File: src/rtl/sample_capture_pkg.sv
// rtl/sample_capture_pkg.sv - register map, bit positions and entry types for sample_capture_fifo
// Optional macro SAMPLE_TIMESTAMP_EN widens each entry with a 16-bit tick timestamp.
package sample_capture_pkg;

  localparam logic [1:0] ADDR_DATA    = 2'd0;
  localparam logic [1:0] ADDR_STATUS  = 2'd1;
  localparam logic [1:0] ADDR_CONTROL = 2'd2;
  localparam logic [1:0] ADDR_DROPS   = 2'd3;

  localparam int ST_EMPTY = 9;
  localparam int ST_FULL  = 10;
  localparam int ST_OVF   = 11;
  localparam int ST_UDF   = 12;

  localparam int CTL_EN     = 0;
  localparam int CTL_FLUSH  = 1;
  localparam int CTL_IRQ_EN = 2;
  localparam int CTL_CLR    = 3;

  typedef logic [15:0] sample_t;

`ifdef SAMPLE_TIMESTAMP_EN
  typedef struct packed {
    logic [15:0] ts;
    sample_t     sample;
  } entry_t;
  localparam int ENTRY_W = 32;
`else
  localparam int ENTRY_W = 16;
`endif

endpackage

File: src/rtl/sample_fifo.sv
// rtl/sample_fifo.sv - synchronous FIFO with wrap-bit pointers, flush and async active-low reset
// A pop on a full FIFO frees the slot for a same-cycle push; flush overrides push and pop.
module sample_fifo #(
  parameter int DEPTH = 16,
  parameter int W     = 16,
  localparam int AW   = $clog2(DEPTH)
) (
  input  logic          clk_i,
  input  logic          rst_ni,
  input  logic          push_i,
  input  logic          pop_i,
  input  logic          flush_i,
  input  logic [W-1:0]  data_i,
  output logic [W-1:0]  data_o,
  output logic          full_o,
  output logic          empty_o,
  output logic [AW:0]   level_o
);

  localparam logic [AW:0] PTR_ONE = 1;

  logic [AW:0]  wptr_q, wptr_d, rptr_q, rptr_d;
  logic [W-1:0] mem_q [DEPTH];
  logic         do_push, do_pop;

  assign empty_o = (wptr_q == rptr_q);
  assign full_o  = (wptr_q[AW-1:0] == rptr_q[AW-1:0]) && (wptr_q[AW] != rptr_q[AW]);
  assign do_pop  = pop_i & ~empty_o & ~flush_i;
  assign do_push = push_i & (~full_o | do_pop) & ~flush_i;
  assign level_o = wptr_q - rptr_q;
  assign data_o  = mem_q[rptr_q[AW-1:0]];

  always_comb begin
    wptr_d = wptr_q;
    rptr_d = rptr_q;
    if (flush_i) begin
      wptr_d = '0;
      rptr_d = '0;
    end else begin
      if (do_push) wptr_d = wptr_q + PTR_ONE;
      if (do_pop)  rptr_d = rptr_q + PTR_ONE;
    end
  end

  always_ff @(posedge clk_i or negedge rst_ni) begin
    if (!rst_ni) begin
      wptr_q <= '0;
      rptr_q <= '0;
    end else begin
      wptr_q <= wptr_d;
      rptr_q <= rptr_d;
    end
  end

  // Storage carries no reset; contents are don't-care until written.
  always_ff @(posedge clk_i) begin
    if (do_push) mem_q[wptr_q[AW-1:0]] <= data_i;
  end

endmodule

File: src/rtl/sample_capture_fifo.sv
// rtl/sample_capture_fifo.sv - tick-triggered sample capture FIFO behind an Avalon-MM slave
// Optional macro SAMPLE_TIMESTAMP_EN stores a tick counter with each sample in DATA[31:16].
module sample_capture_fifo #(
  parameter int DEPTH         = 16,
  parameter int CAPTURE_DELAY = 2,
  parameter int DROP_W        = 16
) (
  input  logic        clk,
  input  logic        rst_n,
  input  logic [15:0] sample_in,
  input  logic        sample_tick,
  input  logic [1:0]  avs_address,
  input  logic        avs_read,
  output logic [31:0] avs_readdata,
  input  logic        avs_write,
  input  logic [31:0] avs_writedata,
  output logic        irq
);
  import sample_capture_pkg::*;

  localparam int AW = $clog2(DEPTH);
  localparam logic [DROP_W-1:0] DROP_ONE = 1;

  logic                     tick_q, rise;
  logic [CAPTURE_DELAY-1:0] dly_q;
  logic [CAPTURE_DELAY:0]   dly_shift;
  logic                     enable_q, irq_en_q;
  logic                     ovf_q, ovf_d, udf_q, udf_d;
  logic [DROP_W-1:0]        drop_q, drop_d;
  logic [31:0]              rdata_q, rdata_d, status_w, data_word;
  logic                     push, pop, flush, clr, wr_ctl, drop_ev, udf_ev;
  logic                     full, empty;
  logic [AW:0]              level;
  logic [ENTRY_W-1:0]       fifo_wdata, fifo_rdata;
  logic                     unused_wd;

  assign rise      = sample_tick & ~tick_q;
  assign dly_shift = {dly_q, rise & enable_q};
  assign push      = dly_q[CAPTURE_DELAY-1] & enable_q;
  assign pop       = avs_read & (avs_address == ADDR_DATA);
  assign wr_ctl    = avs_write & (avs_address == ADDR_CONTROL);
  assign flush     = wr_ctl & avs_writedata[CTL_FLUSH];
  assign clr       = wr_ctl & avs_writedata[CTL_CLR];
  assign drop_ev   = push & full & ~(pop & ~empty) & ~flush;
  assign udf_ev    = pop & empty;
  assign unused_wd = &{1'b0, avs_writedata[31:4]};

`ifdef SAMPLE_TIMESTAMP_EN
  logic [15:0] ts_q;
  entry_t      wr_entry, rd_entry;

  // Counts every detected rise, even those that never reach the FIFO.
  always_ff @(posedge clk or negedge rst_n) begin
    if (!rst_n)    ts_q <= '0;
    else if (rise) ts_q <= ts_q + 16'd1;
  end

  assign wr_entry   = '{ts: ts_q, sample: sample_in};
  assign fifo_wdata = wr_entry;
  assign rd_entry   = fifo_rdata;
  assign data_word  = {rd_entry.ts, rd_entry.sample};
`else
  assign fifo_wdata = sample_in;
  assign data_word  = {16'h0000, fifo_rdata};
`endif

  sample_fifo #(.DEPTH(DEPTH), .W(ENTRY_W)) u_fifo (
    .clk_i   (clk),
    .rst_ni  (rst_n),
    .push_i  (push),
    .pop_i   (pop),
    .flush_i (flush),
    .data_i  (fifo_wdata),
    .data_o  (fifo_rdata),
    .full_o  (full),
    .empty_o (empty),
    .level_o (level)
  );

  always_comb begin
    status_w           = '0;
    status_w[8:0]      = 9'(level);
    status_w[ST_EMPTY] = empty;
    status_w[ST_FULL]  = full;
    status_w[ST_OVF]   = ovf_q;
    status_w[ST_UDF]   = udf_q;
  end

  // A concurrent event outranks clear, so an overflow during clear leaves drop_count=1.
  always_comb begin
    ovf_d  = ovf_q;
    udf_d  = udf_q;
    drop_d = drop_q;
    if (clr) begin
      ovf_d  = 1'b0;
      udf_d  = 1'b0;
      drop_d = '0;
    end
    if (drop_ev) begin
      ovf_d = 1'b1;
      if (!(&drop_d)) drop_d = drop_d + DROP_ONE;
    end
    if (udf_ev) udf_d = 1'b1;
  end

  always_comb begin
    rdata_d = rdata_q;
    if (avs_read) begin
      case (avs_address)
        ADDR_DATA:    rdata_d = empty ? 32'd0 : data_word;
        ADDR_STATUS:  rdata_d = status_w;
        ADDR_CONTROL: rdata_d = {29'd0, irq_en_q, 1'b0, enable_q};
        default:      rdata_d = 32'(drop_q);
      endcase
    end
  end

  always_ff @(posedge clk or negedge rst_n) begin
    if (!rst_n) begin
      tick_q   <= 1'b0;
      dly_q    <= '0;
      enable_q <= 1'b0;
      irq_en_q <= 1'b0;
      ovf_q    <= 1'b0;
      udf_q    <= 1'b0;
      drop_q   <= '0;
      rdata_q  <= '0;
    end else begin
      tick_q  <= sample_tick;
      dly_q   <= dly_shift[CAPTURE_DELAY-1:0];
      ovf_q   <= ovf_d;
      udf_q   <= udf_d;
      drop_q  <= drop_d;
      rdata_q <= rdata_d;
      if (wr_ctl) begin
        enable_q <= avs_writedata[CTL_EN];
        irq_en_q <= avs_writedata[CTL_IRQ_EN];
      end
    end
  end

  assign avs_readdata = rdata_q;
  assign irq          = ~empty & irq_en_q;

endmodule
File: config.mk
export PLATFORM = sky130hd
export DESIGN_NAME = sample_capture_fifo
export DESIGN_NICKNAME = d
export VERILOG_FILES = /design/src/rtl/sample_capture_pkg.sv /design/src/rtl/sample_fifo.sv /design/src/rtl/sample_capture_fifo.sv
export SDC_FILE = /design/constraint.sdc
export NUM_CORES = 1
export LEC_CHECK = 0
export BUFFER_PORTS_ARGS = -buffer_cell sky130_fd_sc_hd__buf_2
export CORE_MARGIN = 2
export CORE_UTILIZATION = 54
export DETAILED_ROUTE_END_ITERATION = 10
export MAX_ROUTING_LAYER = met4
export PLACE_DENSITY = 0.8
export SYNTH_ARGS = -nofsm -noshare
export SYNTH_HDL_FRONTEND = slang
export SYNTH_SLANG_ARGS = --single-unit
File: constraint.sdc
create_clock -name clk -period 3.6 [get_ports clk]
set_input_delay 0.72 -clock clk [delete_from_list [all_inputs] [get_ports clk]]
set_output_delay 0.72 -clock clk [all_outputs]
set_load 0.05 [all_outputs]
==> impl_metrics.ini, run 1 <==
[timing]
finalMaxSlewViolations = 0
worst_pin_slew_ns = 0.972
max-slew-margin-rel_pct = 35.2
hold_viol = 0
period_share_pct = 93.2
fmax_ghz = 0.298
setup_viol_count_final = 0
period_minus_slack_ns = 3.36
rsz0062_at_grt = false
finClkSkew_ns = 0.0287

[power]
powerDensity_nw_per_um2 = 679
irDropWorstVdd_v = 0.000439
power.leakage_nw = 4.98

[global_route]
grt_overflow = 0
grt_pass1_wl_um = 42100
grt_max_degree = 67
antenna_found_initial = 2
grt_pass1_vias = 6956
track_usage_pct = 24.2

[setup_path]
r2r_cells = 8
cp-start-kind = flop
cp_data_required_time_ns = 2.88
r2r_start = u_fifo.rptr_q[2]
worstPathArrival_ns = 2.64
cp_max_fo = 7
worstSetupPathType = reg2out
cp-end-kind = primary output
reg2reg_to = u_fifo.mem_q[13][12]
rrSetupSlack_ns = 0.58

[routing]
vias = 7001
ant_nets = 0
dr.pass1.iters = 5
wire_per_inst_um = 24.7
drt_iter0_markers = 798
finalWirelength_um = 27500
drcViolationCount = 0
via_per_inst = 6.30

[synthesis]
ys.flop_type = edfxtp_1
async_reset_ff_share_pct = 16.1
synth_cell_type_count = 57
yosysTopAreaCellShare_pct = 61.4
synth_area_leaders = edfxtp_1 (61%), mux4_2 (12%), dfrtp_1 (9.8%), nand2_1 (2.0%), buf_4 (1.0%)
ys_seq_area_share_pct = 71.2
netlist_instances = 722
ys_ff_latch = 305
synth_edf_count = 256
synth_largest_area_cell = edfxtp_1
synth.avg_cell_area_um2 = 17.3
synth_warnings = 0
syn-cell-area_um2 = 12500

[placement]
dp_hpwl_um = 16800
place_inst = 1053
gp_congestion = 0.927
port_buffers = 43
post_dp_cell_area_um2 = 13200

[finish]
drive_gt1_share_pct = 26.9
nets = 866
final_cell_mix = edfxtp_1 (256), nand2_1 (67), mux4_2 (64)
stdcell_count = 1111
final_area_um2 = 14300
fin_util_pct = 62.8
layout_commonest_cell = edfxtp_1
area_growth_pct = 14.0
nFillCells = 1522

[clocking]
post-cts-setup-buffers = 0
cts_inserted_buffers = 30
clkTransAtPathRegs_ns = 0.06
cts_tree = done
post_cts_resized = 0
cts_sinks = 305
cts_buffer_depth = 3
root_buffer = clkbuf_16
clk_latency_ns = 0.57
h-tree-depth = 1
postCtsHoldBufs = 0

[hold_path]
min_from = sample_tick
holdPathStages = 1
whs_endpoint = tick_q
hp-class = in2reg

[die]
rows = 55
die_area_um2 = 24400
core_area_um2 = 22700
start_util_pct = 55.1
die_y_um = 156
die_x_um = 156
ios = 88

[flow_run]
drv_cap = 0

[run_status]
status = finished clean
-- routing by layer --
layer	part of all wire, %	vias to the layer above	GRT usage, %	wire length, um
li1	-	3000	-	-
met1	40	3541	32.5	11000
met2	48	391	38.0	13300
met3	8.0	69	4.24	2200
met4	3.6	0	8.34	986
met5	0	-	-	0
-- cell usage after synthesis (all sizes together) (2+ instances only) --
cell / count
nor2: 31
a211oi: 2
o211ai: 3
mux4: 64
nor2b: 2
ha: 10
mux2i: 12
nor3: 6
and4: 3
nand4b: 2
edfxtp: 256
clkinv: 2
a31oi: 3
a21oi: 17
or4: 4
o31ai: 6
dfrtp: 49
xnor2: 9
nor4: 3
a22oi: 4
nand4: 8
and2: 5
nand2: 67
o21ai: 24
xor2: 5
clkbuf: 12
buf: 38
nand2b: 3
a221o: 3
a222oi: 10
or3: 8
mux2: 6
nand3: 15
inv: 7
a21o: 2
and3: 8
-- where the power goes --
group	leakage [nW]	total [mW]	switching [mW]	internal, mW
sequential	2.96	4.08	0.111	3.97
combinational	1.53	2.46	1.46	1.00
clock	0.493	3.15	1.29	1.86
total	4.98	9.68	2.86	6.82
-- metrics by stage --
stage | total power, mW | hold slack (ns) | TNS [ns] | worst slack, ns
2_1_floorplan | 5.96 | 0.331 | -13.57 | -0.424
3_3_place_gp | 6.54 | 0.337 | 0 | 0.512
3_5_place_dp | 6.59 | 0.344 | 0 | 0.495
4_1_cts | 9.72 | 0.280 | 0 | 0.271
5_1_grt | 10.1 | 0.277 | 0 | 0.106
6_report | 9.68 | 0.293 | 0 | 0.244
-- cells by family after synthesis --
kind of cell    count (synthesis)  synth area share, %
other cells                     1               0.0300
buf+inv                        60                 2.52
xor+xnor                       14                 1.04
mux                            82                 13.0
simple gates                  170                 6.69
flops                         305                 71.2
fa+ha+maj                      11                 1.16
compound gates                 79                 4.30
-- area by class of cell --
cell class / instances / area (um2) / share of cell area (%)
flip-flops and latches: 305 / 8920 / 62.5
multi-input cells: 372 / 3400 / 23.9
clock buffers: 37 / 797 / 5.59
repair buffers: 82 / 533 / 3.74
well taps: 285 / 357 / 2.50
clock inverters: 19 / 214 / 1.50
inverters: 9 / 33.8 / 0.237
diodes: 2 / 5.00 / 0.0351
-- state kept, by name (all words and copies together), names as in the netlist --
name	cells
udf_q	1
ovf_q	1
drop_q	16
enable_q	1
tick_q	1
u_fifo.rptr_q	5
dly_q	2
u_fifo.mem_q	256
irq_en_q	1
u_fifo.wptr_q	5
avs_readdata	16
-- worst max-delay path: stages (launching register included) --
cell	delay, ns
dfrtp_1	0.36
clkinv_1	0.26
ha_1	0.49
and4_1	0.40
nand2_1	0.19
and2_1	0.20
buf_2	0.20
-- worst max path at each step --
stage,startpoint,to,slack (ns),depth (start not counted)
3_3_place_gp,avs_address[1],u_fifo.mem_q[13][2],0.51,7
6_report,u_fifo.rptr_q[2],irq,0.24,6
5_1_grt,u_fifo.rptr_q[2],irq,0.11,6
4_1_cts,u_fifo.rptr_q[2],irq,0.27,6
3_5_place_dp,avs_address[1],u_fifo.mem_q[13][2],0.50,7
2_1_floorplan,u_fifo.rptr_q[1],u_fifo.mem_q[1][0],-0.42,11
No activity file was read; power rests on OpenSTA's default activity.
==> run 2, diff against run 1 <==
CORE_MARGIN = 5   (was 2)
CTS_CLUSTER_DIAMETER = 30   (was default)
RECOVER_POWER = 50   (was default)
==> run 2 against run 1 <==
  * The flow now finishes with violations (capacitance limit, slew limit)
  * First-iteration DRC count increased by 9.6%
  * Setup slack got worse by 0.0079 ns
  * Count of clock-buffer cells in the layout increased by 20
  * Flip-flop and latch count unchanged
  * Core utilization up 2.0 points
  * Highest routed layer unchanged
  * Routed wire length grew 5.6%
  * Final cell count grew 1.7%
  * Design area is 3.1% higher
  * Clock power grew 42%
==> impl_metrics.ini, run 2 (synthesis gave the netlist of run 1 again) <==
[timing]
finalSetupTns_ns = 0
setup_viol_count_final = 0
fmax_ghz = 0.297
hold_slack_ns = 0.320
finClkSkew_ns = 0.0256
rsz0062_at_grt = false
hold_viol = 0
finalMaxSlewViolations = 35
period_minus_slack_ns = 3.36
worst_pin_slew_ns = 1.92
period_share_pct = 93.5
max-slew-margin-rel_pct = -28.0

[global_route]
grt_pass1_wl_um = 43900
grt_pass1_vias = 7101
grt_overflow = 0
antenna_found_initial = 0
grt_max_degree = 67
track_usage_pct = 23.1

[power]
power.leakage_nw = 5.12
irDropWorstVdd_v = 0.000565
powerDensity_nw_per_um2 = 751

[die]
core_area_um2 = 22700
rows = 55
start_util_pct = 55.1
ios = 88
die_x_um = 162
die_y_um = 162
die_area_um2 = 26300

[placement]
post_dp_cell_area_um2 = 13100
dp_hpwl_um = 15800
gp_congestion = 0.878
place_inst = 1041
port_buffers = 43

[finish]
fin_util_pct = 64.8
largest_reg_flops = 256
final_cell_mix = edfxtp_1 (256), nand2_1 (67), mux4_2 (64)
area_growth_pct = 17.6
final_area_um2 = 14700
layout_commonest_cell = edfxtp_1
stdcell_count = 1130
nets = 872
diodes = 0
drive_gt1_share_pct = 26.6

[clocking]
clk_latency_ns = 0.55
post_cts_resized = 0
cts_sinks = 305
clkTransAtPathRegs_ns = 0.05
cts_inserted_buffers = 48
cts_tree = done
cts_buffer_depth = 3
root_buffer = clkbuf_16
h-tree-depth = 2
postCtsHoldBufs = 0
post-cts-setup-buffers = 0

[setup_path]
r2r_start = u_fifo.wptr_q[2]
crit_start = u_fifo.wptr_q[2]
worstSetupPathType = reg2out
cp-start-kind = flop
cp_data_required_time_ns = 2.88
cp-end-kind = primary output
cp_max_fo = 10
worstPathArrival_ns = 2.64

[routing]
ant_nets = 0
wire_per_inst_um = 25.7
via_per_inst = 6.26
drcViolationCount = 0
dr.pass1.iters = 7
vias = 7076
finalWirelength_um = 29000
drt_iter0_markers = 875

[run_status]
violations = capacitance limit, slew limit
status = finished with violations

[hold_path]
hp-class = in2reg
min_from = sample_tick

[flow_run]
drv_cap = 1
-- run 2: cell types whose count changed in the layout (fill, tap and decap cells not counted), moves of 3 or more --
cell	before	now
clkinv_1	9	3
buf_2	43	21
clkinvlp_4	1	7
inv_6	0	9
clkbuf_1	5	29
clkinv_4	0	5
clkbuf_16	30	49
inv_8	0	3
clkinv_2	6	3
buf_4	37	26
-- run 2: path summary, 6_finish.rpt --
| check | endpoint | slack, ns | cells after the start |
|---|---|---|---|
| setup / recovery | irq | 0.24 | 5 |
| hold / removal | tick_q | 0.32 | 1 |
| setup reg to reg | drop_q[5] | 0.58 | 6 |
| hold reg to reg | dly_q[1] | 0.35 | 0 |
| max in group asynchronous | drop_q[2] | 1.29 | 2 |
| min in group asynchronous | dly_q[1] | 0.72 | 1 |
-- run 2: where the power goes --
part | switching, mW | internal (mW) | leakage (nW) | total (mW)
Sequential | 0.146 | 3.97 | 2.96 | 4.12
Clock | 1.73 | 2.75 | 0.766 | 4.48
Combinational | 1.47 | 0.987 | 1.39 | 2.45
-- run 2: layout make-up --
cell class	count	area, um2
timing repair buffer	70	387
inverter	9	33.8
sequential	305	8920
clock buffer	57	1280
clock inverter	32	334
tap	285	357
fill	1461	8000
multi-input combinational	372	3400
-- run 2: routing by layer --
layer / vias to the layer above / wire, um / global-route usage, %
li1: 3023 / - / -
met1: 3576 / 11400 / 31.0
met2: 399 / 14100 / 35.6
met3: 78 / 2430 / 4.26
met4: 0 / 1150 / 9.27
met5: - / 0 / -
-- run 2: per-stage QoR --
stage / setup WS (ns) / power [mW]
2_1_floorplan: -0.424 / 5.96
3_3_place_gp: 0.594 / 6.52
3_5_place_dp: 0.562 / 6.56
4_1_cts: 0.239 / 11.1
5_1_grt: 0.128 / 11.5
6_report: 0.236 / 11.0
-- run 2: worst max-delay path: stages (launching register included) --
cell and delay (ns):
dfrtp_1 0.57, ha_1 0.51, and4_1 0.42, nand2_1 0.20, and2_1 0.20, buf_2 0.20
==> run 3, diff against run 2 <==
CELL_PAD_IN_SITES_DETAIL_PLACEMENT = 0   (was default)
CELL_PAD_IN_SITES_GLOBAL_PLACEMENT = 1   (was default)
CORE_UTILIZATION = 47   (was 54)
PLACE_DENSITY = 0.81   (was 0.8)
SYNTH_HIERARCHICAL = 1   (was default)
==> run 3 against run 2 <==
  * The run still ends with capacitance limit, slew limit left
  * Synthesized cell count up 3.2%
  * Via count down 0.18%
  * Die area up 16%
  * Highest routed layer unchanged
==> impl_metrics.ini, run 3 <==
[run_status]
status = finished with violations
violations = capacitance limit, slew limit

[finish]
nets = 906
drive_gt1_share_pct = 25.9
largest_reg_flops = 256
final_cell_mix = edfxtp_1 (256), clkbuf_16 (55), mux2i_1 (51)
layout_commonest_cell = edfxtp_1
stdcell_count = 1229
fin_util_pct = 57.1
area_growth_pct = 20.2

[timing]
rsz0062_at_grt = false
period_share_pct = 89.0
finalMaxSlewViolations = 41
finalSetupTns_ns = 0
period_minus_slack_ns = 3.20
finClkSkew_ns = 0.0647
hold_viol = 0
max-slew-margin-rel_pct = -49.6
setup_viol_count_final = 0
setup_ws_ns = 0.397
worst_pin_slew_ns = 2.24
fmax_ghz = 0.312

[setup_path]
cp-start-kind = flop
worstPathCellList = clkinv_1, ha_1, nand4_2, nor2_1, buf_4, nor2b_1, buf_2
critPathBufInv = 3
r2r_start = u_fifo/rptr_q[2]
worstPathArrival_ns = 2.48
cp_slowest_stage_delay_ns = 0.44
r2r_cells = 10
cp_data_required_time_ns = 2.88
crit_start = u_fifo/rptr_q[2]
worst-path-stages = 7
critPathTopFamily = simple AND/OR/NAND/NOR gates
slowest_stage = dfrtp_1
worstSetupPathType = reg2out
cp-end-kind = primary output
cp_max_fo = 8

[die]
core_area_um2 = 26900
die_area_um2 = 30600
die_x_um = 175
rows = 60
die_y_um = 175
ios = 88
start_util_pct = 47.5

[routing]
vias = 7063
drcViolationCount = 0
dr.pass1.iters = 6
wire_per_inst_um = 23.4
finalWirelength_um = 28800
drt_iter0_markers = 597
via_per_inst = 5.75
ant_nets = 0

[synthesis]
async_reset_ff_share_pct = 16.1
syn-cell-area_um2 = 12800
synth_warnings = 6
ys_seq_area_share_pct = 69.8
netlist_instances = 745
synth.avg_cell_area_um2 = 17.1
yosysTopAreaCellShare_pct = 60.2
ys_top_cells_by_count = edfxtp_1 (256), mux2i_1 (51), dfrtp_1 (49)
synth_largest_area_cell = edfxtp_1
yosysMostFrequentCell = edfxtp_1
synth_cell_type_count = 61
synth_area_leaders = edfxtp_1 (60%), dfrtp_1 (9.6%), mux4_2 (7.4%), mux2i_1 (4.0%), a22oi_1 (1.8%)
ys_ff_latch = 305
synth_edf_count = 256
ys.flop_type = edfxtp_1

[placement]
port_buffers = 43
dp_hpwl_um = 15900
gp_congestion = 0.838
place_ws_ns = 0.489
place_inst = 1124

[clocking]
postCtsHoldBufs = 0
cts_tree = done
clk_latency_ns = 0.60
clkTransAtPathRegs_ns = 0.05
h-tree-depth = 2
post_cts_resized = 0
root_buffer = clkbuf_16
cts_buffer_depth = 3
post-cts-setup-buffers = 0
cts_inserted_buffers = 55
cts_sinks = 305

[hold_path]
holdPathStages = 1
min_from = sample_tick
hp-class = in2reg

[global_route]
grt_pass1_vias = 7227
grt_pass1_wl_um = 44100
antenna_found_initial = 1
grt_overflow = 0
grt_max_degree = 85
track_usage_pct = 19.6

[power]
powerDensity_nw_per_um2 = 767
power.leakage_nw = 5.44
total_power_mw = 11.8
irDropWorstVdd_v = 0.000649

[flow_run]
drv_cap = 1
[run 3: cell types whose count changed after synthesis, moves of 8 or more]
cell,change
a22oi_1,+26
a222oi_1,-10
nand2_1,-52
inv_1,+15
mux2i_1,+39
buf_2,-8
a32oi_1,+16
mux4_2,-22
o21ai_1,+11
[run 3: logic make-up after synthesis]
| group | after synthesis | synth area share [%] |
|---|---|---|
| DFF | 305 | 69.8 |
| AOI/OAI and AO/OA | 115 | 6.26 |
| muxes | 109 | 13.5 |
| and+or+nand+nor | 109 | 4.47 |
| buffers and inverters | 77 | 3.44 |
| xor gates and xnor gates | 18 | 1.35 |
| adders and majority gates | 11 | 1.14 |
| other | 1 | 0.0294 |
[run 3: cell type report]
type | count | area (um2)
timing repair buffer | 76 | 444
clock inverter | 45 | 543
inverter | 24 | 90.1
fill | 2058 | 11500
clock buffer | 59 | 1390
tap | 341 | 427
sequential | 305 | 8920
antenna | 1 | 2.50
multi-input combinational | 378 | 3530
[run 3: through the flow]
| stage | hold WS, ns | area (um2) |
|---|---|---|
| 2_1_floorplan | 0.331 | 12800 |
| 3_3_place_gp | 0.344 | 13400 |
| 3_5_place_dp | 0.346 | 13400 |
| 4_1_cts | 0.300 | 15400 |
| 5_1_grt | 0.308 | 15400 |
| 6_report | 0.330 | 15400 |
[run 3: path summary, 6_finish.rpt]
path	end	slack, ns
worst max register to register	drop_q[8]	0.49
worst max-delay path	irq	0.40
worst min register to register	dly_q[1]	0.34
max in group asynchronous	u_fifo/rptr_q[0]	1.17
worst min-delay path	tick_q	0.33
min in group asynchronous	avs_readdata[8]	0.83
[run 3: report_power, final]
group / total (mW) / switching (mW) / internal [mW]
combinational: 2.53 / 1.55 / 0.976
clock: 5.20 / 1.85 / 3.36
sequential: 4.05 / 0.0807 / 3.97
total: 11.8 / 3.48 / 8.30
[run 3: per-layer routing]
| metal | GRT usage (%) | share of wire [%] | up-vias |
|---|---|---|---|
| met2 | 29.6 | 47 | 287 |
| met3 | 4.28 | 7.8 | 57 |
| li1 | - | - | 3147 |
| met5 | - | 0 | - |
| met4 | 6.68 | 2.6 | 0 |
| met1 | 26.8 | 42 | 3572 |
